### src/rtl/pwm_pkg.sv
// ---------------------------------------------------------------------------
// pwm_pkg
//   Shared types and elaboration helpers for the PWM period stepper.
//   - pwm_state_e : run/idle state of the PWM generator.
//   - params_ok() : parameter legality check, evaluated at elaboration.
// ---------------------------------------------------------------------------
package pwm_pkg;

    typedef enum logic {
        IDLE = 1'b0,
        RUN  = 1'b1
    } pwm_state_e;

    // True when the parameter set describes a usable stepper:
    //   2 <= PERIOD_MIN < PERIOD_MAX <= 2^N-1,
    //   PERIOD_MIN <= PERIOD_INIT <= PERIOD_MAX,
    //   1 <= STEP <= 2^N-1 (keeps step arithmetic inside N+1 bits).
    function automatic bit params_ok(input int n, input int pmin, input int pmax,
                                     input int pinit, input int step);
        longint lim;
        lim = (longint'(1) << n) - 1;
        return (n >= 2) && (n <= 31) &&
               (pmin >= 2) && (longint'(pmax) <= lim) && (pmax > pmin) &&
               (pinit >= pmin) && (pinit <= pmax) &&
               (step >= 1) && (longint'(step) <= lim);
    endfunction

endpackage

### src/rtl/period_step_sat.sv
// ---------------------------------------------------------------------------
// period_step_sat
//   Holds the active PWM period and steps it up or down by STEP with
//   saturation at PERIOD_MIN / PERIOD_MAX when load is strobed.
// Ports:
//   clk        in   system clock
//   n_reset    in   asynchronous active-low reset
//   load       in   apply one step this edge
//   direction  in   1 = lengthen, 0 = shorten
//   period     out  active period (registered)
//   at_min     out  period == PERIOD_MIN (registered)
//   at_max     out  period == PERIOD_MAX (registered)
// ---------------------------------------------------------------------------
module period_step_sat
    import pwm_pkg::*;
#(
    parameter int N           = 8,
    parameter int PERIOD_MIN  = 4,
    parameter int PERIOD_MAX  = 255,
    parameter int PERIOD_INIT = 255,
    parameter int STEP        = 1
) (
    input  logic         clk,
    input  logic         n_reset,
    input  logic         load,
    input  logic         direction,
    output logic [N-1:0] period,
    output logic         at_min,
    output logic         at_max
);

    localparam logic [N:0] MIN_W  = (N+1)'(PERIOD_MIN);
    localparam logic [N:0] MAX_W  = (N+1)'(PERIOD_MAX);
    localparam logic [N:0] STEP_W = (N+1)'(STEP);
    localparam bit INIT_AT_MIN = (PERIOD_INIT == PERIOD_MIN);
    localparam bit INIT_AT_MAX = (PERIOD_INIT == PERIOD_MAX);

    logic [N:0]   wide;
    logic [N:0]   up_sum;
    logic [N:0]   dn_diff;
    logic [N-1:0] period_nxt;

    // One extra bit so the sum cannot wrap and the difference is only
    // formed after proving it cannot go negative.
    always_comb begin
        wide       = {1'b0, period};
        up_sum     = wide + STEP_W;
        dn_diff    = wide - STEP_W;
        period_nxt = period;
        if (direction) begin
            period_nxt = (up_sum > MAX_W) ? MAX_W[N-1:0] : up_sum[N-1:0];
        end else begin
            if ((wide < STEP_W) || (dn_diff < MIN_W)) begin
                period_nxt = MIN_W[N-1:0];
            end else begin
                period_nxt = dn_diff[N-1:0];
            end
        end
    end

    always_ff @(posedge clk or negedge n_reset) begin
        if (!n_reset) begin
            period <= N'(PERIOD_INIT);
            at_min <= INIT_AT_MIN;
            at_max <= INIT_AT_MAX;
        end else if (load) begin
            period <= period_nxt;
            at_min <= (period_nxt == MIN_W[N-1:0]);
            at_max <= (period_nxt == MAX_W[N-1:0]);
        end
    end

endmodule

### src/rtl/pwm_period_stepper.sv
// ---------------------------------------------------------------------------
// pwm_period_stepper
//   PWM generator whose period is stepped once per PWM cycle on request.
//   Period and duty are double-buffered: both change only at the wrap edge,
//   so pwm_out never glitches mid-cycle.
// Ports:
//   clk            in   system clock
//   n_reset        in   asynchronous active-low reset
//   enable         in   1 = RUN, 0 = IDLE
//   modify_period  in   step request (level or pulse)
//   direction      in   1 = lengthen, 0 = shorten (sampled at the wrap)
//   duty [N]       in   requested high time, loaded at the wrap
//   pwm_out        out  registered PWM output, aligned with the counter
//   period [N]     out  active period
//   period_wrap    out  one-cycle pulse on the first cycle of each period
//   at_min         out  period == PERIOD_MIN
//   at_max         out  period == PERIOD_MAX
//
// Request semantics: modify_period has no ready/acknowledge. Any RUN cycle
// with modify_period=1 sets mod_req; the next wrap edge consumes it (or a
// request present in the wrap cycle itself) and applies exactly one step.
// A held level therefore yields one step per PWM period.
// ---------------------------------------------------------------------------
module pwm_period_stepper
    import pwm_pkg::*;
#(
    parameter int N           = 8,
    parameter int PERIOD_MIN  = 4,
    parameter int PERIOD_MAX  = 255,
    parameter int PERIOD_INIT = 255,
    parameter int STEP        = 1
) (
    input  logic         clk,
    input  logic         n_reset,
    input  logic         enable,
    input  logic         modify_period,
    input  logic         direction,
    input  logic [N-1:0] duty,
    output logic         pwm_out,
    output logic [N-1:0] period,
    output logic         period_wrap,
    output logic         at_min,
    output logic         at_max
);

    if (!params_ok(N, PERIOD_MIN, PERIOD_MAX, PERIOD_INIT, STEP)) begin : g_bad_params
        $error("pwm_period_stepper: illegal parameter set");
    end

    pwm_state_e   state;
    logic [N-1:0] counter;
    logic [N-1:0] counter_inc;
    logic [N-1:0] duty_act;
    logic [N-1:0] duty_eff;
    logic         mod_req;
    logic         wrap_hit;
    logic         step_load;

    always_comb begin
        counter_inc = counter + N'(1);
        wrap_hit    = (state == RUN) && (counter == (period - N'(1)));
        duty_eff    = (duty_act < period) ? duty_act : period;
        // A falling enable in the wrap cycle wins: no step is applied.
        step_load   = wrap_hit && enable && (mod_req || modify_period);
    end

    period_step_sat #(
        .N           (N),
        .PERIOD_MIN  (PERIOD_MIN),
        .PERIOD_MAX  (PERIOD_MAX),
        .PERIOD_INIT (PERIOD_INIT),
        .STEP        (STEP)
    ) u_period (
        .clk       (clk),
        .n_reset   (n_reset),
        .load      (step_load),
        .direction (direction),
        .period    (period),
        .at_min    (at_min),
        .at_max    (at_max)
    );

    // At a period start the new period is always >= PERIOD_MIN >= 2, so
    // (0 < min(duty, new_period)) reduces to (duty != 0).
    always_ff @(posedge clk or negedge n_reset) begin
        if (!n_reset) begin
            state       <= IDLE;
            counter     <= '0;
            duty_act    <= '0;
            mod_req     <= 1'b0;
            pwm_out     <= 1'b0;
            period_wrap <= 1'b0;
        end else begin
            case (state)
                IDLE: begin
                    counter     <= '0;
                    period_wrap <= 1'b0;
                    mod_req     <= 1'b0;
                    if (enable) begin
                        state    <= RUN;
                        duty_act <= duty;
                        pwm_out  <= (duty != '0);
                    end else begin
                        pwm_out  <= 1'b0;
                    end
                end
                RUN: begin
                    if (!enable) begin
                        state       <= IDLE;
                        counter     <= '0;
                        pwm_out     <= 1'b0;
                        mod_req     <= 1'b0;
                        period_wrap <= 1'b0;
                    end else if (wrap_hit) begin
                        counter     <= '0;
                        period_wrap <= 1'b1;
                        duty_act    <= duty;
                        pwm_out     <= (duty != '0);
                        mod_req     <= 1'b0;
                    end else begin
                        counter     <= counter_inc;
                        period_wrap <= 1'b0;
                        pwm_out     <= (counter_inc < duty_eff);
                        if (modify_period) begin
                            mod_req <= 1'b1;
                        end
                    end
                end
                default: begin
                    state       <= IDLE;
                    counter     <= '0;
                    pwm_out     <= 1'b0;
                    period_wrap <= 1'b0;
                    mod_req     <= 1'b0;
                end
            endcase
        end
    end

endmodule

### config.mk
export PLATFORM = sky130hd
export DESIGN_NAME = pwm_period_stepper
export DESIGN_NICKNAME = d
export VERILOG_FILES = /design/src/rtl/pwm_pkg.sv /design/src/rtl/period_step_sat.sv /design/src/rtl/pwm_period_stepper.sv
export SDC_FILE = /design/constraint.sdc
export NUM_CORES = 1
export LEC_CHECK = 0
export CORE_UTILIZATION = 57
export DETAILED_ROUTE_END_ITERATION = 8
export PLACE_DENSITY_LB_ADDON = 0.08
export SLEW_MARGIN = 20
export SYNTH_ARGS = -nofsm -noshare
export SYNTH_HDL_FRONTEND = slang
export SYNTH_SLANG_ARGS = --single-unit
export TNS_END_PERCENT = 30
### constraint.sdc
create_clock -name clk -period 4.2 [get_ports clk]
set_clock_uncertainty 0.2 [all_clocks]
set_input_delay 0.63 -clock clk [delete_from_list [all_inputs] [get_ports clk]]
set_output_delay 0.63 -clock clk [all_outputs]
set_load 0.01 [all_outputs]
==> metrics.txt <==
PostCTS Resize Cnt 0; post-synth top area share 22.58%; drt first-iter violations 169; flip-flop and latch area 762.0 um2; final net count 300; post-synthesis cell type count 54; CTS tree built; met3 usage 6.552%; clock sinks 30; CP Max Fanout 17; Worst Path Required 4.23 ns; first-pass GRT wire length 9.673 mm; Crit. End Element flip-flop; Starting Density 61.26%; share of post-route cells with drive strength above 1 13.65%; first-pass iteration count of the detailed router 4; Main synth FF type dfrtp_1; gp weighted congestion 0.8874; Worst VDD drop 0.2256 mV; vias 2,005; crit share post-route 81.54%; asr flop ratio synth 100.0%; IO Pins 25; core box area 0.003799 mm2; sequential share of the synthesized area 32.74%; hold buffers post-CTS 0; Post-synth EDFFs 0; CTS Buf Count 5; global route overflow 0; Post-Route WL 5.903 mm; drt via density 6.285; Root Driver clkbuf_8; most instantiated cells after synthesis 21 x dfrtp_1, 20 x nor2_1, 17 x ha_1, 15 x a21oi_1, 12 x nand3_1; Layout Cells excl Fill 319; status finished clean; minimum clock period 3.425 ns; CTS H-tree depth 2; number of max-cap violations 0; endpoints failing setup 0; area leader, netlist dfrtp_1; drt wl/cell 18.50 um; mapped cell area 0.002327 mm2; Die W 65.90 um; largest net degree at the start of global routing 31; Die Y 65.90 um; number of routed nets with antenna violations 0; RSZ-0062 raised after global routing no; fin. max-slew vios 0; leakage 1.168 nW; GR met1 Demand/Resource 37.80%; DRC viols 0; Max Fclk 292.0 MHz; antenna violations before repair 0; most common cell in the netlist dfrtp_1; critical path class reg -> reg; Reg2Reg Depth 14; # placed instances 311; # diodes 0; flops & latches, synth 30; row count 22; Hold Vio Cnt, Final 0; Slew @ Worst Pin 0.6680 ns; post-synthesis area per instance 9.460 um2; Hold Crit Class reg -> reg; post-CTS setup buffers 0; Filler cells 307; multi-input logic area 0.001484 mm2; Place WS 0.8413 ns; worst hold path cell count 2; clock buffer depth 2; Buffers on Ports 24; WP data arrival 3.45 ns; Area Overhead vs Synth 15.91%; top post-synthesis cells by area dfrtp_1 23%, dfstp_2 10%, ha_1 9.1%, mux2_4 5.2%, xor2_1 3.8%; vias in the first global route 1,997; pwr dens 255.7 mW/mm2; Setup WS post-layout 0.7754 ns; post-DP HPWL 4.331 mm; Slew headroom 55.06%; Post-Syn Instances 246; total negative slack 0 ns; clk_lat worst skew 0.29 ns; Die Area 0.004342 mm2; GR peak layer met2; Worst-path clk slew 0.07 ns; Net Count, Synth 276; gr usage total 30.53%; met2 Usage GRT 51.02%; CP startpoint kind flip-flop; synth warn 0
final cells by class:
class | instances | area share [%]
multi-input cells | 196 | 55.01
flip-flops and latches | 30 | 28.25
repair buffers | 27 | 9.740
clock buffers | 7 | 3.200
well taps | 48 | 2.226
inverters | 10 | 1.391
clock inverters | 1 | 0.1855
state kept, by name (all words and copies together), names as in the netlist:
signal,count
counter,8
duty_act,8
mod_req,1
period_wrap,1
pwm_out,1
state,1
u_period.at_max,1
u_period.at_min,1
u_period.period,8
cell families (layout without fill, tap and decap cells):
family / count (synthesis) / in the layout / share of synthesized area, %
and+or+nand+nor: 87 / 87 / 20.91
adders and majority gates: 17 / 17 / 9.140
AOI/OAI and AO/OA: 57 / 57 / 17.04
buffers and inverters: 20 / 45 / 3.495
xor gates and xnor gates: 17 / 17 / 6.398
DFF: 30 / 30 / 32.74
muxes: 18 / 18 / 10.27
worst max-delay path, cell delays in order (launching register included):
cell	delay [ns]
dfstp_2	0.72
inv_2	0.10
ha_1	0.33
a211oi_1	0.25
o21ai_0	0.12
a211oi_1	0.26
buf_4	0.23
nor2_1	0.06
a21oi_1	0.12
ha_1	0.25
a21o_1	0.18
a21oi_1	0.14
o21ai_0	0.10
a21oi_1	0.15
a32o_1	0.17
per-layer routing:
layer  up-vias  routed length, um
met5         -                  0
met4         0                 89
met3         9                344
met1       961               2547
met2        76               2922
li1        959                  -
final timing paths:
path                                           end               start  slack (ns)
worst max-delay path                       pwm_out  u_period.period[2]        0.78
worst min-delay path               u_period.at_min     u_period.at_min        0.33
worst max register to register             pwm_out  u_period.period[2]        0.78
worst min register to register     u_period.at_min     u_period.at_min        0.33
max in group asynchronous       u_period.period[1]             n_reset        2.95
min in group asynchronous          u_period.at_min             n_reset        0.52
cells in the final DEF, fill, tap and decap left out, types with 3 or more instances in the layout:
cell type        Yosys  layout
nand4_1              5       5
a21oi_1             15      15
dfrtp_1             21      21
a211oi_1             5       5
a31oi_1              6       6
nand2b_1             4       4
buf_4                1       3
ha_1                17      17
nand2_1             10      10
nor3_1               5       5
mux2_4               8       8
and2_1               7       7
nor2b_1              5       5
clkdlybuf4s50_1      0      24
nor2_1              20      20
mux2i_1              4       4
nand3_1             12      12
inv_1                8       8
mux2_1               4       4
xor2_1              10      10
xnor2_1              7       7
o21ai_0              7       7
clkbuf_8             0       6
dfstp_2              9       9
and3_1               4       4
nor4_1               5       5
metrics by stage:
step	hold slack (ns)	utilization (%)	area (um2)	power, mW
3_5_place_dp	0.3267	68.61	2606	0.4437
3_3_place_gp	0.2991	68.61	2606	0.4387
2_1_floorplan	0.1344	-	2327	0.3974
4_1_cts	0.3414	71.01	2698	0.6910
6_report	0.3296	71.01	2698	0.6898
5_1_grt	0.3679	71.01	2698	0.7207
where the power goes:
group / internal [mW] / total (mW) / switching (mW)
Sequential: 0.303 / 0.319 / 0.0153
Clock: 0.132 / 0.251 / 0.118
Combinational: 0.0613 / 0.121 / 0.0593
Total: 0.497 / 0.690 / 0.193
No activity file was read; power rests on OpenSTA's default activity.
